File: src/rtl/x_cmd_parse.sv
// UART byte-stream command parser: CMD/ADDR_H/ADDR_L[/WDATA] frames become SRAM requests; read data returns on tx.
// Optional macro X_CMD_PARSE_WACK_EN: completed writes answer with an ACK byte (8'h06) on the tx port.
module x_cmd_parse #(
  parameter logic [15:0] p_timeout = 16'd60000
) (
  input  logic         i_clk,
  input  logic         i_rst,
  input  logic         i_rx_valid,
  input  logic [7:0]   i_rx_data,
  output logic         o_tx_valid,
  output logic [7:0]   o_tx_data,
  input  logic         i_tx_accept,
  output logic [15:0]  o_valid,
  input  logic [15:0]  i_accept,
  output logic         o_rd_n_wr,
  output logic [15:0]  o_addr,
  output logic [7:0]   o_wdata,
  input  logic [15:0]  i_ready,
  input  logic [127:0] i_rdata,
  output logic         o_drop
);

  typedef enum logic [2:0] {
    S_CMD    = 3'd0,
    S_AH     = 3'd1,
    S_AL     = 3'd2,
    S_WD     = 3'd3,
    S_ISSUE  = 3'd4,
    S_RDWAIT = 3'd5,
    S_TX     = 3'd6
  } state_t;

  // Broadcast only applies to writes; reads always target a single lane.
  function automatic logic [15:0] target_mask(input logic rd, input logic bc, input logic [3:0] idx);
    logic [15:0] m;
    if (!rd && bc) begin
      m = 16'hFFFF;
    end else begin
      m = 16'h0001 << idx;
    end
    return m;
  endfunction

  state_t       state_r, state_s;
  logic         cmd_rd_r, cmd_rd_s;
  logic         cmd_bc_r, cmd_bc_s;
  logic [3:0]   cmd_idx_r, cmd_idx_s;
  logic [7:0]   ah_r, ah_s;
  logic [7:0]   al_r, al_s;
  logic [15:0]  cnt_r, cnt_s;
  logic [3:0]   idx_r, idx_s;
  logic [15:0]  target_r, target_s;
  logic [15:0]  acc_r, acc_s;
  logic [15:0]  valid_r, valid_s;
  logic         rd_n_wr_r, rd_n_wr_s;
  logic [15:0]  addr_r, addr_s;
  logic [7:0]   wdata_r, wdata_s;
  logic         tx_valid_r, tx_valid_s;
  logic [7:0]   tx_data_r, tx_data_s;
  logic [7:0]   lane_data_s;
  logic         lane_ready_s;
  logic         timeout_s;

  assign lane_data_s  = i_rdata[{idx_r, 3'b000} +: 8];
  assign lane_ready_s = i_ready[idx_r];
  assign timeout_s    = (cnt_r == (p_timeout - 16'd1));

  // Drop is combinational so it flags the offending byte in its own cycle.
  assign o_drop = i_rx_valid & ((state_r == S_ISSUE) | (state_r == S_RDWAIT) | (state_r == S_TX));

  assign o_valid    = valid_r;
  assign o_rd_n_wr  = rd_n_wr_r;
  assign o_addr     = addr_r;
  assign o_wdata    = wdata_r;
  assign o_tx_valid = tx_valid_r;
  assign o_tx_data  = tx_data_r;

  // Next-state and next-register computation for the whole parser.
  always_comb begin
    state_s    = state_r;
    cmd_rd_s   = cmd_rd_r;
    cmd_bc_s   = cmd_bc_r;
    cmd_idx_s  = cmd_idx_r;
    ah_s       = ah_r;
    al_s       = al_r;
    cnt_s      = cnt_r;
    idx_s      = idx_r;
    target_s   = target_r;
    acc_s      = acc_r;
    valid_s    = valid_r;
    rd_n_wr_s  = rd_n_wr_r;
    addr_s     = addr_r;
    wdata_s    = wdata_r;
    tx_valid_s = tx_valid_r;
    tx_data_s  = tx_data_r;
    case (state_r)
      S_CMD: begin
        if (i_rx_valid) begin
          cmd_rd_s  = i_rx_data[7];
          cmd_bc_s  = i_rx_data[4];
          cmd_idx_s = i_rx_data[3:0];
          cnt_s     = 16'd0;
          state_s   = S_AH;
        end else begin
          state_s = S_CMD;
        end
      end
      S_AH: begin
        if (i_rx_valid) begin
          ah_s    = i_rx_data;
          cnt_s   = 16'd0;
          state_s = S_AL;
        end else if (timeout_s) begin
          cnt_s   = 16'd0;
          state_s = S_CMD;
        end else begin
          cnt_s = cnt_r + 16'd1;
        end
      end
      S_AL: begin
        if (i_rx_valid) begin
          al_s  = i_rx_data;
          cnt_s = 16'd0;
          if (cmd_rd_r) begin
            idx_s     = cmd_idx_r;
            target_s  = target_mask(1'b1, cmd_bc_r, cmd_idx_r);
            valid_s   = target_s;
            acc_s     = 16'd0;
            rd_n_wr_s = 1'b1;
            addr_s    = {ah_r, i_rx_data};
            state_s   = S_ISSUE;
          end else begin
            state_s = S_WD;
          end
        end else if (timeout_s) begin
          cnt_s   = 16'd0;
          state_s = S_CMD;
        end else begin
          cnt_s = cnt_r + 16'd1;
        end
      end
      S_WD: begin
        if (i_rx_valid) begin
          cnt_s     = 16'd0;
          idx_s     = cmd_idx_r;
          target_s  = target_mask(1'b0, cmd_bc_r, cmd_idx_r);
          valid_s   = target_s;
          acc_s     = 16'd0;
          rd_n_wr_s = 1'b0;
          addr_s    = {ah_r, al_r};
          wdata_s   = i_rx_data;
          state_s   = S_ISSUE;
        end else if (timeout_s) begin
          cnt_s   = 16'd0;
          state_s = S_CMD;
        end else begin
          cnt_s = cnt_r + 16'd1;
        end
      end
      S_ISSUE: begin
        acc_s = acc_r | (i_accept & target_r);
        if (acc_s == target_r) begin
          valid_s = 16'd0;
          acc_s   = 16'd0;
          if (rd_n_wr_r) begin
            // A ready on the final accept cycle must not be lost.
            if (lane_ready_s) begin
              tx_data_s  = lane_data_s;
              tx_valid_s = 1'b1;
              state_s    = S_TX;
            end else begin
              state_s = S_RDWAIT;
            end
          end else begin
`ifdef X_CMD_PARSE_WACK_EN
            tx_data_s  = 8'h06;
            tx_valid_s = 1'b1;
            state_s    = S_TX;
`else
            state_s = S_CMD;
`endif
          end
        end else begin
          valid_s = target_r & ~acc_s;
        end
      end
      S_RDWAIT: begin
        if (lane_ready_s) begin
          tx_data_s  = lane_data_s;
          tx_valid_s = 1'b1;
          state_s    = S_TX;
        end else begin
          state_s = S_RDWAIT;
        end
      end
      S_TX: begin
        if (i_tx_accept) begin
          tx_valid_s = 1'b0;
          state_s    = S_CMD;
        end else begin
          tx_valid_s = 1'b1;
        end
      end
      default: begin
        state_s    = S_CMD;
        valid_s    = 16'd0;
        acc_s      = 16'd0;
        cnt_s      = 16'd0;
        tx_valid_s = 1'b0;
      end
    endcase
  end

  // State and datapath registers with asynchronous active-low reset.
  always_ff @(posedge i_clk or negedge i_rst) begin
    if (!i_rst) begin
      state_r    <= S_CMD;
      cmd_rd_r   <= 1'b0;
      cmd_bc_r   <= 1'b0;
      cmd_idx_r  <= 4'd0;
      ah_r       <= 8'd0;
      al_r       <= 8'd0;
      cnt_r      <= 16'd0;
      idx_r      <= 4'd0;
      target_r   <= 16'd0;
      acc_r      <= 16'd0;
      valid_r    <= 16'd0;
      rd_n_wr_r  <= 1'b0;
      addr_r     <= 16'd0;
      wdata_r    <= 8'd0;
      tx_valid_r <= 1'b0;
      tx_data_r  <= 8'd0;
    end else begin
      state_r    <= state_s;
      cmd_rd_r   <= cmd_rd_s;
      cmd_bc_r   <= cmd_bc_s;
      cmd_idx_r  <= cmd_idx_s;
      ah_r       <= ah_s;
      al_r       <= al_s;
      cnt_r      <= cnt_s;
      idx_r      <= idx_s;
      target_r   <= target_s;
      acc_r      <= acc_s;
      valid_r    <= valid_s;
      rd_n_wr_r  <= rd_n_wr_s;
      addr_r     <= addr_s;
      wdata_r    <= wdata_s;
      tx_valid_r <= tx_valid_s;
      tx_data_r  <= tx_data_s;
    end
  end

endmodule

File: config.mk
export PLATFORM = sky130hd
export DESIGN_NAME = x_cmd_parse
export DESIGN_NICKNAME = d
export VERILOG_FILES = /design/src/rtl/x_cmd_parse.sv
export SDC_FILE = /design/constraint.sdc
export NUM_CORES = 1
export LEC_CHECK = 0
export ABC_AREA = 1
export CAP_MARGIN = 20
export CELL_PAD_IN_SITES_DETAIL_PLACEMENT = 1
export CELL_PAD_IN_SITES_GLOBAL_PLACEMENT = 1
export CORE_ASPECT_RATIO = 1.75
export CORE_MARGIN = 2
export CORE_UTILIZATION = 30
export DETAILED_ROUTE_END_ITERATION = 6
export GPL_ROUTABILITY_DRIVEN = 0
export PLACE_DENSITY = 0.8
export SLEW_MARGIN = 20
export SYNTH_ARGS = -nofsm -noshare
export SYNTH_HDL_FRONTEND = slang
export SYNTH_SLANG_ARGS = --single-unit
export TNS_END_PERCENT = 1
File: constraint.sdc
create_clock -name i_clk -period 1.7 [get_ports i_clk]
set_input_delay 0.255 -clock i_clk [delete_from_list [all_inputs] [get_ports i_clk]]
set_output_delay 0.255 -clock i_clk [all_outputs]
set_load 0.01 [all_outputs]
==> reports/metrics.yaml <==
outcome: "finished, violations left"
violations: "negative setup slack"
yosys-top-cells-area: "dfrtp_1 43%, nand2_1 17%, o21ai_0 11%"
yosysWarnings: 0
dieArea_um2: 25800
crit_family: "simple AND/OR/NAND/NOR gates"
grt_pass1_wl_mm: 44.5
pwr-share-seq_pct: 25.3
total_leakage_power_nw: 5.28
overflow: 0
cts_root_buf: "clkbuf_16"
clock_power_share_pct: 18.7
required_ns: 2.01
crit_chain: "a21oi_1 -> ha_1 -> nand2_2 -> nor2_1 -> nand4_1 -> o21ai_2 -> inv_4 -> nor2_4 -> buf_12 -> nor2_1"
dr.first_iter.drc_count: 274
dp_hpwl_mm: 21.7
clk_latency_ns: 0.43
async_flop_share_pct: 100
cts_buffers: 17
slew_headroom_pct: 63.0
syn_inst: 1028
postRouteAntennaNets: 0
r2r_start: "target_r[6]$_DFFE_PN0P_"
clock-sinks: 127
antenna_found_initial: 0
hold_viol: 0
p_int_mw: 11.5
htree_levels: 4
clock_skew_ns: 0.00737
path_max_fanout: 19
worstSetupStartpointType: "flop"
synth_fp_nets: 1217
yosys.area.top_type: "dfrtp_1"
critPathMostFrequentCell: "nor2_1"
max_freq_ghz: 0.526
rrSetupSlack_ns: -0.20
critPathCaptureType: "flop"
fin_ws_ns: -0.201
rows: 75
cts_tree: "built"
p_switching_mw: 8.64
layout-drive-gt1-share_pct: 13.4
slowest_stage: "dfrtp_1"
hp-class: "primary input to asynchronous set/reset pin"
worst_slew_pin_slew_ns: 0.548
finalNetCount: 1505
ir_drop_v: 0.000987
p_per_area_nw_per_um2: 1780
syn_to_final_growth_pct: 54.3
rsz0062_at_grt: "true"
synth_edf_count: 0
final_util_pct: 47.2
portBuffers: 222
critPathArrivalTime_ns: 2.21
grt_max_degree: 46
syn_area_um2: 7340
synth_most_common_cell: "nand2_1"
io_pins: 223
setup_viol: 45
min_period_over_period_pct: 112
n_antenna_cell: 0
ys_top_cells_by_count: "325 x nand2_1, 158 x o21ai_0, 143 x nor2_1"
placeableCoreArea_um2: 24000
start_util_pct: 30.6
timing.rr.end: "acc_r[10]$_DFFE_PN0P_"
synth_ff_type: "dfrtp_1"
synth_seq_cells: 127
wl_mm: 28.4
critPathBufInv: 2
first_global_vias: 8787
synth.avg_cell_area_um2: 7.14
ys_types: 34
dr.pass1.iters: 4
fin_hold_ws_ns: 0.304
grt_util_all_layers_pct: 22.1
seq_area_frac_synth_pct: 43.3
critPathMaxStageDelay_ns: 0.41
switching_share_pct: 42.8
max_cap_violations: 0
period_needed_ns: 1.90
critical_path_class: "flop to flop"
via_count: 8211
die_height_um: 211
slew_violations: 0
reg2regPathDepth: 10
drt-vias-per-instance: 5.02
die_w_um: 122
cts.clk_slew.worst_paths_ns: 0.06
wl_per_cell_um: 17.4
drc: 0
synth_largest_type_area_fraction_pct: 43.3
comb_power_share_pct: 56.0
cts_max_path_buffers: 2
## power groups by stage
stage                     sequential (mW)  clock, mW  combinational, mW
after floorplan                      5.10          0               5.72
after global placement               5.08          0               10.8
after detailed placement             5.12          0               11.1
after CTS                            5.10       3.85               11.4
after global routing                 5.26       3.96               12.5
final                                5.11       3.78               11.3
## placed cells by master, fill, tap and decap left out, drive strengths merged
cell | Yosys | final
inv | 58 | 60
dlymetal6s2s | 0 | 1
buf | 35 | 102
clkinv | 2 | 5
dlygate4sd3 | 0 | 1
a22oi | 1 | 1
xnor2 | 2 | 2
nor4 | 3 | 3
nand3 | 32 | 32
clkbuf | 20 | 18
ha | 17 | 17
dlygate4sd2 | 0 | 2
o211ai | 10 | 10
nand4 | 7 | 7
a22o | 1 | 1
a21boi | 2 | 2
clkdlybuf4s50 | 0 | 218
nor2 | 146 | 146
a21oi | 29 | 29
a31oi | 18 | 18
nor3 | 9 | 9
nand2 | 327 | 327
bufinv | 0 | 3
dfrtp | 127 | 127
clkinvlp | 0 | 5
o41ai | 14 | 14
o21ai | 168 | 168
## area by class of cell
cell class              instances  area [um^2]
multi-input cells             786         3760
clock buffers                  18          439
repair buffers                324         3160
flip-flops and latches        127         3180
clock inverters                13          164
well taps                     308          385
inverters                      60          230
fillers                      2973        12700
## sequential cells by signal, indices dropped and copies added, names as in the netlist
| name | count |
|---|---|
| o_rd_n_wr | 1 |
| o_wdata | 8 |
| o_addr | 16 |
| cmd_rd_r | 1 |
| cnt_r | 16 |
| state_r | 3 |
| ah_r | 8 |
| cmd_idx_r | 4 |
| acc_r | 16 |
| cmd_bc_r | 1 |
| o_tx_data | 8 |
| target_r | 16 |
| al_r | 8 |
| o_tx_valid | 1 |
| idx_r | 4 |
| o_valid | 16 |
## what timing repair did
action	in CTS	in global routing
buffers inserted	1	0
endpoints found under the setup margin	91	104
pin swaps	4	3
gates resized for setup	21	19
endpoints found under the hold margin	25	0
hold buffers	1	0
## per-layer routing
layer / part of all wire (%) / global-route usage, % / vias to the layer above / routed length, um
met1: 36 / 22.5 / 3916 / 10300
met2: 54 / 41.8 / 253 / 15300
met4: 4.5 / 11.0 / 0 / 1290
met3: 5.6 / 4.35 / 73 / 1600
li1: - / - / 3969 / -
met5: 0 / 0 / - / 0
## cells by family after synthesis
kind of cell	after synthesis	share of synthesized area, %
buf+inv	115	7.02
compound gates	243	18.1
flops	127	43.3
simple gates	524	28.4
fa+ha+maj	17	2.90
xor+xnor	2	0.239
## worst max-delay path by stage
stage | from | cells past startpoint | slack, ns | to
floorplan | target_r[13]$_DFFE_PN0P_ | 13 | -0.02 | o_valid[10]$_DFFE_PN0P_
global placement | i_accept[13] | 11 | -0.58 | o_tx_valid$_DFFE_PN0P_
detailed placement | i_accept[13] | 10 | -0.70 | state_r[0]$_DFFE_PN0P_
CTS | target_r[5]$_DFFE_PN0P_ | 10 | -0.22 | acc_r[10]$_DFFE_PN0P_
global route | target_r[6]$_DFFE_PN0P_ | 11 | -0.30 | o_tx_data[5]$_DFFE_PN0P_
finish | target_r[6]$_DFFE_PN0P_ | 10 | -0.20 | acc_r[10]$_DFFE_PN0P_
## metrics by stage
| step | cells | TNS (ns) | area (um^2) | power (mW) | worst slack (ns) |
|---|---|---|---|---|---|
| final | 1636 | -6.58 | 11300 | 20.2 | -0.201 |
| after global routing | 1636 | -11.83 | 11300 | 21.7 | -0.303 |
| after CTS | 1636 | -7.49 | 11300 | 20.3 | -0.224 |
| after detailed placement | 1603 | -34.15 | 10600 | 16.2 | -0.698 |
| after global placement | 1603 | -28.89 | 10600 | 15.9 | -0.581 |
| after floorplan | 1028 | -0.128 | 7350 | 10.8 | -0.0171 |
Power figures use the tool's default switching activity.
